--- src/rtl/div_pkg.sv ---
// rtl/div_pkg.sv - shared op encodings, FSM states and helpers for the sequential divider
package div_pkg;

    localparam logic [1:0] OP_DIV  = 2'b00;
    localparam logic [1:0] OP_DIVU = 2'b01;
    localparam logic [1:0] OP_REM  = 2'b10;
    localparam logic [1:0] OP_REMU = 2'b11;

    typedef enum logic [1:0] {
        IDLE = 2'b00,
        CALC = 2'b01,
        FIX  = 2'b10,
        DONE = 2'b11
    } state_e;

    function automatic logic is_signed(input logic [1:0] op);
        return (op == OP_DIV) || (op == OP_REM);
    endfunction

    function automatic logic is_rem(input logic [1:0] op);
        return (op == OP_REM) || (op == OP_REMU);
    endfunction

endpackage

--- src/rtl/seq_divider_if.sv ---
// rtl/seq_divider_if.sv - request/response bundle between the EX stage and the divider
interface seq_divider_if #(
    parameter int N = 32
);
    logic         start;
    logic [1:0]   op;
    logic [N-1:0] a;
    logic [N-1:0] b;
    logic         kill;
    logic         busy;
    logic         done;
    logic [N-1:0] result;

    modport master (
        output start, op, a, b, kill,
        input  busy, done, result
    );

    modport slave (
        input  start, op, a, b, kill,
        output busy, done, result
    );
endinterface

--- src/rtl/div_step.sv ---
// rtl/div_step.sv - one combinational restoring-division iteration
module div_step #(
    parameter int N = 32
) (
    input  logic [N-1:0] rem,
    input  logic         dvd_msb,
    input  logic [N-1:0] divisor,
    output logic [N-1:0] rem_next,
    output logic         q_bit
);
    logic [N:0] shifted;
    logic [N:0] trial;

    assign shifted = {rem, dvd_msb};
    // Bit N of the trial difference is the borrow: clear means the divisor fit.
    assign trial   = shifted + ~{1'b0, divisor} + {{N{1'b0}}, 1'b1};
    assign q_bit   = ~trial[N];
    // Partial remainder stays below the divisor, so N bits always hold it.
    assign rem_next = q_bit ? trial[N-1:0] : shifted[N-1:0];
endmodule

--- src/rtl/seq_divider.sv ---
// rtl/seq_divider.sv - multi-cycle restoring divider for DIV/DIVU/REM/REMU
module seq_divider
    import div_pkg::*;
#(
    parameter int N     = 32,
    parameter int CNT_W = 6
) (
    input  logic          clk,
    input  logic          rst_n,
    seq_divider_if.slave  dif
);
    state_e             state;
    logic [1:0]         op_r;
    logic               sa, sb;
    logic [N-1:0]       dvd;
    logic [N-1:0]       divisor;
    logic [N-1:0]       rem;
    logic [CNT_W-1:0]   cnt;
    logic               busy_r, done_r;
    logic [N-1:0]       result_r;

    logic [N-1:0]       step_rem;
    logic               step_q;

    logic               in_signed, a_neg, b_neg, b_zero, ovf;
    logic [N-1:0]       special_res, q_fix, r_fix;

    function automatic logic [N-1:0] neg(input logic [N-1:0] v);
        return ~v + {{(N-1){1'b0}}, 1'b1};
    endfunction

    div_step #(.N(N)) u_step (
        .rem      (rem),
        .dvd_msb  (dvd[N-1]),
        .divisor  (divisor),
        .rem_next (step_rem),
        .q_bit    (step_q)
    );

    assign in_signed = is_signed(dif.op);
    assign a_neg     = in_signed & dif.a[N-1];
    assign b_neg     = in_signed & dif.b[N-1];
    assign b_zero    = (dif.b == '0);
    assign ovf       = in_signed & (dif.a == {1'b1, {(N-1){1'b0}}}) & (dif.b == '1);

    always_comb begin
        special_res = '0;
        if (b_zero)
            special_res = is_rem(dif.op) ? dif.a : '1;
        else if (ovf)
            special_res = is_rem(dif.op) ? '0 : dif.a;
    end

    // Quotient register doubles as the shifting dividend; signs were captured on accept.
    assign q_fix = (sa ^ sb) ? neg(dvd) : dvd;
    assign r_fix = sa ? neg(rem) : rem;

    always_ff @(posedge clk or negedge rst_n) begin
        if (!rst_n) begin
            state    <= IDLE;
            op_r     <= '0;
            sa       <= 1'b0;
            sb       <= 1'b0;
            dvd      <= '0;
            divisor  <= '0;
            rem      <= '0;
            cnt      <= '0;
            busy_r   <= 1'b0;
            done_r   <= 1'b0;
            result_r <= '0;
        end else if (dif.kill) begin
            state  <= IDLE;
            busy_r <= 1'b0;
            done_r <= 1'b0;
        end else begin
            case (state)
                IDLE: begin
                    done_r <= 1'b0;
                    if (dif.start) begin
                        op_r    <= dif.op;
                        sa      <= a_neg;
                        sb      <= b_neg;
                        dvd     <= a_neg ? neg(dif.a) : dif.a;
                        divisor <= b_neg ? neg(dif.b) : dif.b;
                        rem     <= '0;
                        cnt     <= CNT_W'(N - 1);
                        busy_r  <= 1'b1;
                        if (b_zero || ovf) begin
                            result_r <= special_res;
                            done_r   <= 1'b1;
                            state    <= DONE;
                        end else begin
                            state <= CALC;
                        end
                    end
                end
                CALC: begin
                    rem <= step_rem;
                    dvd <= {dvd[N-2:0], step_q};
                    if (cnt == '0)
                        state <= FIX;
                    else
                        cnt <= cnt - 1'b1;
                end
                FIX: begin
                    result_r <= is_rem(op_r) ? r_fix : q_fix;
                    done_r   <= 1'b1;
                    state    <= DONE;
                end
                DONE: begin
                    done_r <= 1'b0;
                    busy_r <= 1'b0;
                    state  <= IDLE;
                end
                default: state <= IDLE;
            endcase
        end
    end

    assign dif.busy   = busy_r;
    assign dif.done   = done_r;
    assign dif.result = result_r;
endmodule
--- src/flat_wrapper.sv ---
// flat-port wrapper written by rule: the top's interface ports become plain ports
module seq_divider_flat import div_pkg::*;
#(
    parameter int N     = 32,
    parameter int CNT_W = 6
)
  (clk, rst_n, dif_start, dif_op, dif_a, dif_b, dif_kill, dif_busy, dif_done, dif_result);
  seq_divider_if #(.N(N)) dif_i ();
  input  logic clk;
  input  logic rst_n;
  input wire logic [$bits(dif_i.start)-1:0] dif_start;
  input wire logic [$bits(dif_i.op)-1:0] dif_op;
  input wire logic [$bits(dif_i.a)-1:0] dif_a;
  input wire logic [$bits(dif_i.b)-1:0] dif_b;
  input wire logic [$bits(dif_i.kill)-1:0] dif_kill;
  output wire logic [$bits(dif_i.busy)-1:0] dif_busy;
  output wire logic [$bits(dif_i.done)-1:0] dif_done;
  output wire logic [$bits(dif_i.result)-1:0] dif_result;
  assign dif_i.start = dif_start;
  assign dif_i.op = dif_op;
  assign dif_i.a = dif_a;
  assign dif_i.b = dif_b;
  assign dif_i.kill = dif_kill;
  assign dif_busy = dif_i.busy;
  assign dif_done = dif_i.done;
  assign dif_result = dif_i.result;
  seq_divider #(.N(N), .CNT_W(CNT_W)) u_core (.clk(clk), .rst_n(rst_n), .dif(dif_i));
endmodule
--- config.mk ---
export PLATFORM = sky130hd
export DESIGN_NAME = seq_divider_flat
export DESIGN_NICKNAME = d
export VERILOG_FILES = /design/src/rtl/div_pkg.sv /design/src/rtl/seq_divider_if.sv /design/src/rtl/div_step.sv /design/src/rtl/seq_divider.sv /design/src/flat_wrapper.sv
export SDC_FILE = /design/constraint.sdc
export NUM_CORES = 1
export LEC_CHECK = 0
export ABC_AREA = 0
export CAP_MARGIN = 20
export CORE_ASPECT_RATIO = 1.1
export CORE_UTILIZATION = 61
export CTS_BUF_LIST = sky130_fd_sc_hd__clkbuf_4
export DETAILED_ROUTE_END_ITERATION = 16
export PLACE_DENSITY = 0.88
export SYNTH_ARGS = -nofsm -noshare
export SYNTH_HDL_FRONTEND = slang
export SYNTH_SLANG_ARGS = --single-unit
--- constraint.sdc ---
create_clock -name clk -period 4.1 [get_ports clk]
set_clock_uncertainty 0.2 [all_clocks]
set_input_delay 0.82 -clock clk [delete_from_list [all_inputs] [get_ports clk]]
set_output_delay 0.82 -clock clk [all_outputs]
set_load 0.01 [all_outputs]
==> summary.txt <==
Cells and area
  – # fillers: 1463
  – Area grow syn2layout: 14.4%
  – Seq. cell area: 3530 um2
  – Layout cells sized above 1: 7.59%
  – Fin util: between 70 and 80%
  – Final nets: 1655
  – Area of the multi-input gates: approximately 7500 um2
  – Fin cells: 1799

Clock tree
  – Clk slew on worst S/H paths: 0.12 ns
  – Clock latency on the worst-skew pair: 0.59 ns
  – Clock tree buffer depth: 2
  – # clock sinks: 141
  – H-tree depth: 4
  – CTS resizes: 0
  – Root buf cell: clkbuf_4
  – Post-CTS Setup Inserts: 0
  – CTS Hold Buffers Added: 0
  – CTS Buf Count: 17
  – CTS tree: yes

Global route
  – First-pass GRT wire length: 53700 um
  – Largest net degree at the start of global routing: between 90 and 100
  – Initial antenna violation count: 1
  – Gr ovfl total: 0
  – Vias in the first global route: 10.8k
  – All-Layer GR Usage: between 30% and 40%

Synth
  – Syn Inst Count: 1463
  – Share of the synthesized area in the top cell type: 30.5%
  – Fraction of registers with async set/reset: 100%
  – Dominant cells by area after synthesis: dfrtp_1 (31%), nand2_1 (6.3%), xnor2_1 (5.8%)
  – Synth warn: 0
  – Top-count cell post-synth: nand2_1
  – Ranking of synthesized cells by instance count: nand2_1 (194), dfrtp_1 (141), o21ai_0 (118)
  – Distinct cell type count after synthesis: 83
  – Yosys top cell by area: dfrtp_1
  – Synth Flop Type: dfrtp_1
  – Synthesized cell area: between 10000 and 15000 um2
  – Post-synthesis sequential area ratio: 30.5%
  – Mapped Nets: 1576
  – Flops & latches, synth: 141
  – Post-synthesis area per instance: 7.90 um2
  – Post-synth EDFFs: 0

Drt
  – DRC violations left: 0
  – Max layer used: met4
  – Antenna-violating nets left: 0
  – First-pass DRT Iterations: 6
  – Post-Route WL: 32800 um
  – DRT iter0 DRCs: 1373
  – DR WL/cell: 18.2 um
  – Met1 WL: 13400 um
  – Via count: between 10k and 15k
  – DR vias/cell: 6.43
  – Met3 wire len: 2680 um
  – Routed length on met2: 15300 um

STA
  – Final min period: roughly 3.8 ns
  – Final Max Slew Viols: 0
  – Fmax: 0.261 GHz
  – Final hold violation count: 0
  – Hold Slack: between 0.09 and 0.1 ns
  – Relative slew slack: 28.9%
  – Tightest Pin Transition: 1.06 ns
  – Final setup fails: 0
  – RSZ-0062 raised after global routing: no
  – Final Cycle Share: 93.4%

Floorplanning
  – Initial Util: 62.6%
  – Core outline area: around 18000 um2
  – Die area: 19500 um2
  – Die Y-Extent: 146 um
  – Ports: 104
  – Die span in x: 133 um
  – Row count: 52

Placed design
  – Post-DP HPWL: 24400 um
  – Inst Count DP: 1766
  – RD Place Congestion: ~1.0
  – Input/output buffers: between 100 and 150

Setup path
  – Crit Path Max Fanout: 12
  – Largest stage delay, worst path: 0.59 ns
  – Top Family by Delay on Critical Path: simple AND/OR/NAND/NOR gates
  – Worst Setup Start Kind: input port
  – Crit Path Class: input port to register
  – Crit-path cells: clkdlybuf4s50_1 > inv_1 > ha_1 > or3b_1 > nor4_1 > buf_4 > nand4_1 > buf_4 > nor4_1 > a31o_1 > buf_4 > a21oi_1 > o31ai_1
  – Crit path max-delay cell type: nor4_1
  – Worst reg2reg setup slack: 0.46 ns
  – CP required: 4.40 ns
  – Buffers & Inverters on Critical Path: 5
  – CP arrival: just over 4 ns
  – Most used cell, CP: buf_4
  – Crit. End Element: register

Run
  – Max Cap Violations: 0

Hold path
  – Hold Path Class: input port to asynchronous set/reset pin

Run status
  – Run status: finished, final reports clean

Pwr
  – Pwr/cell area: 838 nW/um2
  – Peak VDD IR: 375 uV
  – Leak pwr: 5.50 nW
layer usage:
metal	up-vias	global-route usage, %
met3	123	5.83
met4	0	17.4
met5	-	0
met1	5419	44.8
li1	5430	-
met2	590	54.8
metrics by stage:
| stage | total power, mW | TNS, ns | instance area, um2 | setup WS [ns] |
|---|---|---|---|---|
| 4_1_cts | 10.9 | 0 | 13200 | 0.379 |
| 2_1_floorplan | 8.08 | 0 | 11600 | 0.877 |
| 3_3_place_gp | 9.67 | -0.568 | 12900 | -0.0698 |
| 5_1_grt | 11.9 | 0 | 13200 | 0.114 |
| 6_report | 11.1 | 0 | 13200 | 0.269 |
| 3_5_place_dp | 9.93 | -1.74 | 12900 | -0.157 |
power breakdown:
group	internal, mW	switching [mW]	leakage [nW]	total, mW
logic	2.95	4.38	3.53	7.32
clock network	0.417	0.540	0.146	0.958
registers	1.97	0.834	1.82	2.80
total	5.33	5.75	5.50	11.1
layout by cell type (no fill, tap or decap), types with 9 or more instances in the layout:
master,count
nand2b_1,9
a31oi_1,16
inv_1,58
clkbuf_4,18
a211oi_1,9
nand4_1,35
nor3_1,31
and3_1,21
nor2b_1,17
o21ai_1,27
a21o_1,9
clkdlybuf4s50_1,102
o211ai_1,31
nor4_1,15
a21oi_1,113
or4_1,10
and2_1,9
xnor2_1,76
o21ai_0,118
o31ai_1,30
dfrtp_1,141
xor2_1,67
nor2_1,107
or3_1,15
o21a_1,9
buf_4,47
nand2_1,194
ha_1,41
nand3_1,22
mux2_1,13
final cells by class:
cell class	count	area share (%)
repair buffers	151	10.6
clock inverters	14	1.14
flip-flops and latches	141	26.7
well taps	243	2.30
clock buffers	18	1.02
diodes	1	0.0189
inverters	58	1.65
multi-input cells	1173	56.6
kinds of logic after synthesis:
logic type      after synthesis  share of synthesized area [%]
flops                       141                           30.5
mux                          20                           1.88
simple gates                517                           21.8
compound gates              450                           25.2
xor+xnor                    143                           10.8
buf+inv                     149                           5.08
fa+ha+maj                    43                           4.72
worst paths after layout:
kind | startpoint | to | cells after the start
worst max-delay path | dif_a[0] | u_core.dif.result[10] | 13
worst max register to register | u_core.dvd[31] | u_core.rem[20] | 12
worst min register to register | u_core.divisor[8] | u_core.divisor[8] | 2
max in group asynchronous | rst_n | u_core.divisor[6] | 2
worst min-delay path | rst_n | u_core.dvd[8] | 1
min in group clk | u_core.divisor[8] | u_core.divisor[8] | 2
registers in the layout, indices dropped and copies added (netlist names):
register and flops:
u_core.rem 32, u_core.divisor 32, u_core.state 2, u_core.dif.done 1
u_core.dif.busy 1, u_core.sb 1, u_core.op_r 1, u_core.dif.result 32
u_core.sa 1, u_core.cnt 6, u_core.dvd 32
Power figures use the tool's default switching activity.
